<file path="src/rtl/press_grouper.sv">
// Groups long-press events separated by less than GAP idle cycles into one
// counted group and presents it downstream over a valid/ready handshake.
module press_grouper #(
  parameter int unsigned GAP = 16,
  parameter int unsigned MAX = 7
) (
  input  logic       clk,
  input  logic       rst_n,
  input  logic       evt,
  input  logic       ready,
  output logic       valid,
  output logic [2:0] count,
  output logic       overflow,
  output logic       lost
);

  localparam int unsigned TW = $clog2(GAP);
  localparam logic [TW-1:0] TLAST = TW'(GAP - 1);
  localparam logic [2:0] CMAX = 3'(MAX);

  typedef enum logic [1:0] {
    IDLE,
    COLLECT,
    HOLD
  } state_t;

  state_t r_state;
  state_t w_state;
  logic [TW-1:0] r_timer;
  logic [TW-1:0] w_timer;
  logic [2:0] r_count;
  logic [2:0] w_count;
  logic r_ovf;
  logic w_ovf;
  logic r_lost;
  logic w_lost;
  logic r_valid;
  logic w_valid;
  logic w_hs;

  assign w_hs = r_valid & ready;

  always_ff @(posedge clk or negedge rst_n) begin
    if (!rst_n) begin
      r_state <= IDLE;
      r_timer <= '0;
      r_count <= '0;
      r_ovf   <= 1'b0;
      r_lost  <= 1'b0;
      r_valid <= 1'b0;
    end else begin
      r_state <= w_state;
      r_timer <= w_timer;
      r_count <= w_count;
      r_ovf   <= w_ovf;
      r_lost  <= w_lost;
      r_valid <= w_valid;
    end
  end

  always_comb begin
    w_state = r_state;
    w_timer = r_timer;
    w_count = r_count;
    w_ovf   = r_ovf;
    w_lost  = r_lost;
    w_valid = r_valid;
    unique case (r_state)
      IDLE: begin
        if (evt) begin
          w_state = COLLECT;
          w_count = 3'd1;
          w_ovf   = 1'b0;
          w_timer = '0;
        end
      end
      COLLECT: begin
        // an event on the last idle cycle still extends the group
        if (evt) begin
          w_timer = '0;
          if (r_count < CMAX) begin
            w_count = r_count + 3'd1;
          end else begin
            w_ovf = 1'b1;
          end
        end else if (r_timer == TLAST) begin
          w_state = HOLD;
          w_valid = 1'b1;
        end else begin
          w_timer = r_timer + 1'b1;
        end
      end
      HOLD: begin
        if (w_hs) begin
          w_valid = 1'b0;
          if (evt) begin
            w_state = COLLECT;
            w_count = 3'd1;
            w_ovf   = 1'b0;
            w_timer = '0;
          end else begin
            w_state = IDLE;
          end
        end else if (evt) begin
          w_lost = 1'b1;
        end
      end
      default: begin
        w_state = IDLE;
        w_valid = 1'b0;
      end
    endcase
  end

  assign valid    = r_valid;
  assign count    = r_count;
  assign overflow = r_ovf;
  assign lost     = r_lost;

endmodule

</file>
<file path="config.mk">
export PLATFORM = sky130hd
export DESIGN_NAME = press_grouper
export DESIGN_NICKNAME = d
export VERILOG_FILES = /design/src/rtl/press_grouper.sv
export SDC_FILE = /design/constraint.sdc
export NUM_CORES = 1
export LEC_CHECK = 0
export ABC_AREA = 1
export CORE_AREA = 2 2 39 41
export DETAILED_ROUTE_END_ITERATION = 10
export DIE_AREA = 0 0 41 43
export DONT_BUFFER_PORTS = 1
export PLACE_DENSITY = 0.7
export SLEW_MARGIN = 20
export SYNTH_ARGS = -nofsm -noshare
export SYNTH_HDL_FRONTEND = slang
export SYNTH_SLANG_ARGS = --single-unit
</file>
<file path="constraint.sdc">
create_clock -name clk -period 2.7 [get_ports clk]
set_input_delay 0.54 -clock clk [delete_from_list [all_inputs] [get_ports clk]]
set_output_delay 0.54 -clock clk [all_outputs]
set_load 0.01 [all_outputs]
</file>
==> results of run 1 <==
## metal layers
layer	track usage [%]	up-vias	part of all wire, %
li1	-	274	-
met3	3.14	4	3.6
met4	12.0	0	2.4
met5	0	-	0
met1	19.3	243	43
met2	25.6	11	50
## what timing repair did
item,CTS,global route
endpoints found under the hold margin,12,0
hold buffers,1,0
setup endpoints to repair,0,0
## power by group through the flow
stage | sequential (mW) | clock (mW) | combinational [mW]
after CTS | 0.261 | 0.149 | 0.0869
after global placement | 0.263 | 0 | 0.0762
final | 0.260 | 0.145 | 0.0853
after detailed placement | 0.264 | 0 | 0.0818
after global routing | 0.268 | 0.155 | 0.0999
after floorplan | 0.255 | 0 | 0.0671
## state kept, by name, indices dropped and copies added, names as in the netlist
name,flops
overflow,1
r_state,2
count,3
r_timer,4
lost,1
valid,1
## worst max path at each step
stage                     from    endpoint
global route        r_timer[0]  r_timer[3]
global placement         ready  r_timer[3]
floorplan           r_timer[0]  r_timer[1]
detailed placement  r_timer[0]  r_timer[1]
CTS                   count[0]    count[0]
finish                count[0]    count[0]
## cell usage in the layout, fill, tap and decap left out, types with 2 or more instances in the layout
cell type                   n
sky130_fd_sc_hd__clkbuf_4   3
sky130_fd_sc_hd__dfrtp_1   12
sky130_fd_sc_hd__ha_1       2
sky130_fd_sc_hd__inv_1      5
sky130_fd_sc_hd__inv_2      3
sky130_fd_sc_hd__nand2_1   28
sky130_fd_sc_hd__nand2_2    2
sky130_fd_sc_hd__nand3_1   11
sky130_fd_sc_hd__nand4_1    4
sky130_fd_sc_hd__nor2_1     3
sky130_fd_sc_hd__o21ai_0    2
## cell type report
class,count,area [sq um]
fill,137,683
multi-input combinational,60,304
sequential,12,300
clock buffer,4,36.3
inverter,8,30.0
tap,16,20.0
timing repair buffer,1,10.0
## cells by family (layout without fill, tap and decap cells)
family / after synthesis / in the layout
xor+xnor: 1 / 1
flops: 12 / 12
fa+ha+maj: 2 / 2
compound gates: 6 / 6
simple gates: 51 / 51
buf+inv: 8 / 13
## worst register-to-register path, delay by kind of cell, from the launching register on
kind                       cells  cell delay (ns)
and+or+nand+nor                4             0.33
DFF                            1             0.41
adders and majority gates      1             0.19
AOI/OAI and AO/OA              1             0.25
==> flow_summary.ini, run 1 <==
[timing]
max_slew_margin_pct = 63.0
rsz0062_at_grt = no
period_needed_ns = 1.29
tightest_slew_ns = 0.553
final_max_slew_viols = 0
setup_total_negative_slack_ns = 0
hold_ws_ns = 0.437
timing.final.setup_violations = 0
post-route-worst-setup-slack_ns = 1.41
fin_worst_skew_ns = 0.00571
layout_worst_path_cycle_share_pct = 47.6
maxClockFrequency_ghz = 0.778
report.final.hold_viol_count = 0

[worst_setup_path]
r2r_startpoint = r_timer[0]
required_ns = 2.16
path_max_fanout = 5
levels_on_crit_path = 0
endpoint_kind = output port
r2r_setup_slack_ns = 1.43
rr_endpoint = r_timer[1]
critical_path_class = flop to output port
start_kind = flop
crit_arrival_ns = 0.75
reg2reg_depth = 6

[cells_and_area]
final_cells = 101
design.final.nets = 92
area_growth_pct = 10.5
fin_area_sq_um = 701
drive_above_1_share_pct = 15.3
final_core_util_pct = 50.6
n_antenna_cell = 0

[pwr]
power.density_cell_area_nw_per_um2 = 699
switching_share_pct = 32.8
leakage_nw = 0.387
total_switching_power_uw = 161
p_comb_share_pct = 17.4
finalPower_uw = 490
power.internal_uw = 329
pwr-share-clk_pct = 29.6
worst_ir_drop_vdd_mv = 0.324
power_frac_seq_pct = 53.0

[clock_network]
cts.clk_slew.worst_paths_ns = 0.08
cts_root_buffer_type = sky130_fd_sc_hd__clkbuf_4
cts-htree-levels = 1
postCtsSetupRepairBufs = 0
clk-insertion-delay-late_ns = 0.28
cts-resized-gates = 0
cts_tree = yes
cts_made_buffers = 3
numClockSinks = 12
clk_path_buf_depth = 2

[logic_synthesis]
synth.top_cells.by_area = sky130_fd_sc_hd__dfrtp_1, sky130_fd_sc_hd__nand2_1, sky130_fd_sc_hd__nand3_1
ys_warns = 0
xor_xnor_fraction_of_synth_area_pct = 1.38
number_of_instances_in_the_synthesized_netlist = 80
synth.net_count = 86
synth.mux.area_fraction_pct = 0
cell_accounting_for_the_most_synthesized_area = sky130_fd_sc_hd__dfrtp_1
synth_top_family_by_area = simple AND/OR/NAND/NOR gates
number_of_enable_type_register_cells_in_the_synthesized_netlist = 0
post_synth_and_or_nand_nor_area_fraction_pct = 36.3
post_synth_num_cell_types = 18
post_synth.cell_area_avg_sq_um = 7.93
synth-adder-area-share_pct = 3.94
netlist_top_cells_count = sky130_fd_sc_hd__nand2_1, sky130_fd_sc_hd__dfrtp_1, sky130_fd_sc_hd__nand3_1, sky130_fd_sc_hd__inv_1, sky130_fd_sc_hd__nand4_1
synth-seq-area-share_pct = 47.3
synthMostInstantiatedCell = sky130_fd_sc_hd__nand2_1
post_synthesis_compound_gate_area_fraction_pct = 6.31
netlist.area_leader.share_pct = 47.3
async_flop_share_pct = 100
synth-main-ff-cell = sky130_fd_sc_hd__dfrtp_1
mappedNetlistArea_sq_um = 634
ys_seq_elements = 12

[route]
detail-route-antenna-nets = 0
vias_per_cell = 5.27
drtIter0Drc = 8
via_count = 532
overall_routed_net_length_um = 1210
drc = 0
first_pass_iters = 4
detail_route.wl_per_cell_um = 12.0

[floorplanning]
initial_core_util_pct = 45.8
chipWidth_um = 41
die_y_um = 43
num_io_pins = 10
std_cell_rows = 14
dieArea_sq_um = 1760
coreArea_sq_um = 1380

[global_routing]
first_global_vias = 467
grt_first_pass_wirelength_um = 1930
grt_use_total_pct = 16.6
antenna_violations_before_repair = 0
congestion_overflow_gr = 0
grt_start_max_net_pins = 13

[placed_design]
detailedPlacementHpwl_um = 943
routability_congestion_estimate = 0.763
numPlacedInstances = 96
placement.cell_area_sq_um = 654
numPortBuffers = 0
place_ws_ns = 1.43

[min_path]
worstHoldStart = evt
whs_endpoint = lost
hold-path-cell-count = 2
timing.hold.worst.class = input port to flop

[job]
drv.max_cap_violation_count = 0

[run_status]
outcome = finished clean
Note: power is estimated with default switching activity, not from simulation.
==> run 2: changes to the inputs <==
--- a/config.mk
+++ b/config.mk
@@ -10,7 +10,7 @@
 export DETAILED_ROUTE_END_ITERATION = 10
 export DIE_AREA = 0 0 41 43
 export DONT_BUFFER_PORTS = 1
-export PLACE_DENSITY = 0.7
+export PLACE_DENSITY = 0.73
 export SLEW_MARGIN = 20
 export SYNTH_ARGS = -nofsm -noshare
 export SYNTH_HDL_FRONTEND = slang
==> constraint.sdc (replaced) <==
create_clock -name clk -period 1.15 [get_ports clk]
set_input_delay 0.23 -clock clk [delete_from_list [all_inputs] [get_ports clk]]
set_output_delay 0.23 -clock clk [all_outputs]
set_load 0.01 [all_outputs]
==> run 2 against run 1 <==
  * The flow now finishes with violations (negative setup slack)
  * Worst hold slack worse by 0.31 ns
  * Global-route usage rose by 3.4 points
  * Clock skew shrank 0.0035 ns
  * Design area rose by 19%
  * Die area did not move
  * Register-to-register slack got worse by 1.4 ns
  * Setup slack lost 1.4 ns
  * Via count up 18%
  * Non-clock buffer count is 15 higher
  * Wire length up 23%
  * Largest cell class unchanged
==> flow_summary.ini, run 2 (synthesis gave the netlist of run 1 again) <==
[floorplanning]
coreArea_sq_um = 1380
dieArea_sq_um = 1760
std_cell_rows = 14
initial_core_util_pct = 45.8
die_y_um = 43
num_io_pins = 10
chipWidth_um = 41

[route]
drtIter0Drc = 9
detail_route.wl_per_cell_um = 12.9
detail-route-antenna-nets = 0
overall_routed_net_length_um = 1490
vias_per_cell = 5.47
first_pass_iters = 4
via_count = 629
drc = 0

[worst_setup_path]
reg2reg_depth = 6
crit_arrival_ns = 1.33
r2r_setup_slack_ns = -0.009
path_max_fanout = 6
start_kind = flop
rr_endpoint = r_timer[3]
critical_path_class = flop to flop
endpoint_kind = flop
r2r_startpoint = r_timer[0]
required_ns = 1.32

[pwr]
finalPower_mw = 1.15
worst_ir_drop_vdd_mv = 0.721
power.density_cell_area_nw_per_um2 = 1370
leakage_nw = 0.454

[placed_design]
routability_congestion_estimate = 0.903
detailedPlacementHpwl_um = 1100
numPortBuffers = 0
placement.cell_area_sq_um = 729

[timing]
period_needed_ns = 1.16
post-route-worst-setup-slack_ns = -0.00904
report.final.hold_viol_count = 0
final_max_slew_viols = 0
timing.final.setup_violations = 3
max_slew_margin_pct = 61.5
rsz0062_at_grt = yes
tightest_slew_ns = 0.576
layout_worst_path_cycle_share_pct = 101
setup_total_negative_slack_ns = -0.0192
fin_worst_skew_ns = 0.00222
maxClockFrequency_ghz = 0.863

[global_routing]
antenna_violations_before_repair = 0
grt_start_max_net_pins = 13
grt_first_pass_wirelength_um = 2340
grt.met3_usage_pct = 3.14
groute.layer.met2.usage_pct = 32.2
grt.busiest_layer = met2
grt_use_total_pct = 20.0
grt.met1_usage_pct = 23.7
first_global_vias = 590
congestion_overflow_gr = 0

[cells_and_area]
multi_input_comb_area_sq_um = 337
drive_above_1_share_pct = 36.4
regMostFlops = r_timer
final_cell_mix = sky130_fd_sc_hd__nand2_1, sky130_fd_sc_hd__buf_4, sky130_fd_sc_hd__nand3_1, sky130_fd_sc_hd__dfrtp_1
largest_register_ffs = 4
mostFrequentLayoutCell = sky130_fd_sc_hd__nand2_1
area_growth_pct = 31.8
n_fill_cell = 118
fin_area_sq_um = 836
n_antenna_cell = 0
ff_latch_area_sq_um = 304
design.final.nets = 107

[min_path]
timing.hold.worst.class = input port to flop
worstHoldStart = evt
hold-path-cell-count = 2
whs_endpoint = lost

[clock_network]
clk-insertion-delay-late_ns = 0.27
cts_made_buffers = 3
cts_root_buffer_type = sky130_fd_sc_hd__clkbuf_4
cts.clk_slew.worst_paths_ns = 0.07
cts_tree = yes
numClockSinks = 12
clk_path_buf_depth = 2
cts-htree-levels = 1

[run_status]
violations = negative setup slack
outcome = finished, violations left

[job]
drv.max_cap_violation_count = 0
==> run 2: cell types whose count changed in the layout (fill, tap and decap cells not counted), moves of 3 or more <==
cell / before / now
sky130_fd_sc_hd__buf_4: 0 / 15
sky130_fd_sc_hd__nand2_1: 28 / 25
sky130_fd_sc_hd__nand2_2: 2 / 5
sky130_fd_sc_hd__dfrtp_2: 0 / 3
sky130_fd_sc_hd__dfrtp_1: 12 / 9
==> run 2: how the worst max path moves through the flow <==
stage | start | endpoint | slack (ns) | cells after the start
after floorplan | r_timer[0] | r_timer[1] | 0.002 | 6
after global placement | r_timer[0] | r_timer[3] | -0.007 | 6
after detailed placement | r_timer[0] | r_timer[3] | -0.06 | 6
after CTS | r_timer[0] | r_timer[3] | -0.03 | 6
after global routing | r_timer[0] | r_timer[0] | -0.1 | 6
final | r_timer[0] | r_timer[3] | -0.009 | 6
==> run 2: worst max-delay path, cell delays in order, from the launching register on <==
cell,delay (ns)
sky130_fd_sc_hd__dfrtp_1,0.37
sky130_fd_sc_hd__ha_2,0.19
sky130_fd_sc_hd__nand2_2,0.07
sky130_fd_sc_hd__o21ai_4,0.20
sky130_fd_sc_hd__nand2_2,0.10
sky130_fd_sc_hd__nand3_1,0.07
sky130_fd_sc_hd__nand2_1,0.05
==> run 2: layer usage <==
| metal | wire length, um | vias to the layer above |
|---|---|---|
| met1 | 592 | 292 |
| met4 | 34 | 0 |
| li1 | - | 311 |
| met5 | 0 | - |
| met2 | 783 | 21 |
| met3 | 78 | 5 |
==> run 2: through the flow <==
step / cells / setup slack [ns] / util (%) / hold slack [ns]
floorplan: 80 / 0.00214 / - / -0.0656
global placement: 106 / -0.00684 / 52.7 / -0.0653
detailed placement: 106 / -0.0624 / 52.7 / -0.0652
CTS: 112 / -0.0254 / 57.6 / 0.122
global route: 115 / -0.0972 / 60.4 / 0.133
finish: 115 / -0.00904 / 60.4 / 0.123
==> run 2: where the power goes <==
group          total, mW  switching, mW  internal (mW)
combinational      0.318          0.175          0.144
sequential         0.571         0.0723          0.499
clock              0.256          0.135          0.121
total               1.15          0.382          0.764
==> run 2: final cells by class <==
cell class                 count  area share (%)
clock buffer                   3            2.69
timing repair buffer          16            14.7
multi-input combinational     60            40.3
sequential                    12            36.4
inverter                       8            3.59
tap                           16            2.40
==> run 2: timing repair <==
item	CTS	global route
setup endpoints to repair	6	9
hold buffers	1	0
resized for setup	6	6
hold endpoints to repair	12	0
buffers inserted	2	3
pin swaps	4	3
==> run 3: changes to the inputs <==
--- a/config.mk
+++ b/config.mk
@@ -11,7 +11,7 @@
 export DIE_AREA = 0 0 41 43
 export DONT_BUFFER_PORTS = 1
 export PLACE_DENSITY = 0.73
-export SLEW_MARGIN = 20
+export REMOVE_ABC_BUFFERS = 1
 export SYNTH_ARGS = -nofsm -noshare
 export SYNTH_HDL_FRONTEND = slang
 export SYNTH_SLANG_ARGS = --single-unit
==> results of run 3 <==
The final DEF is identical to that of run 2; final timing and power are the same.
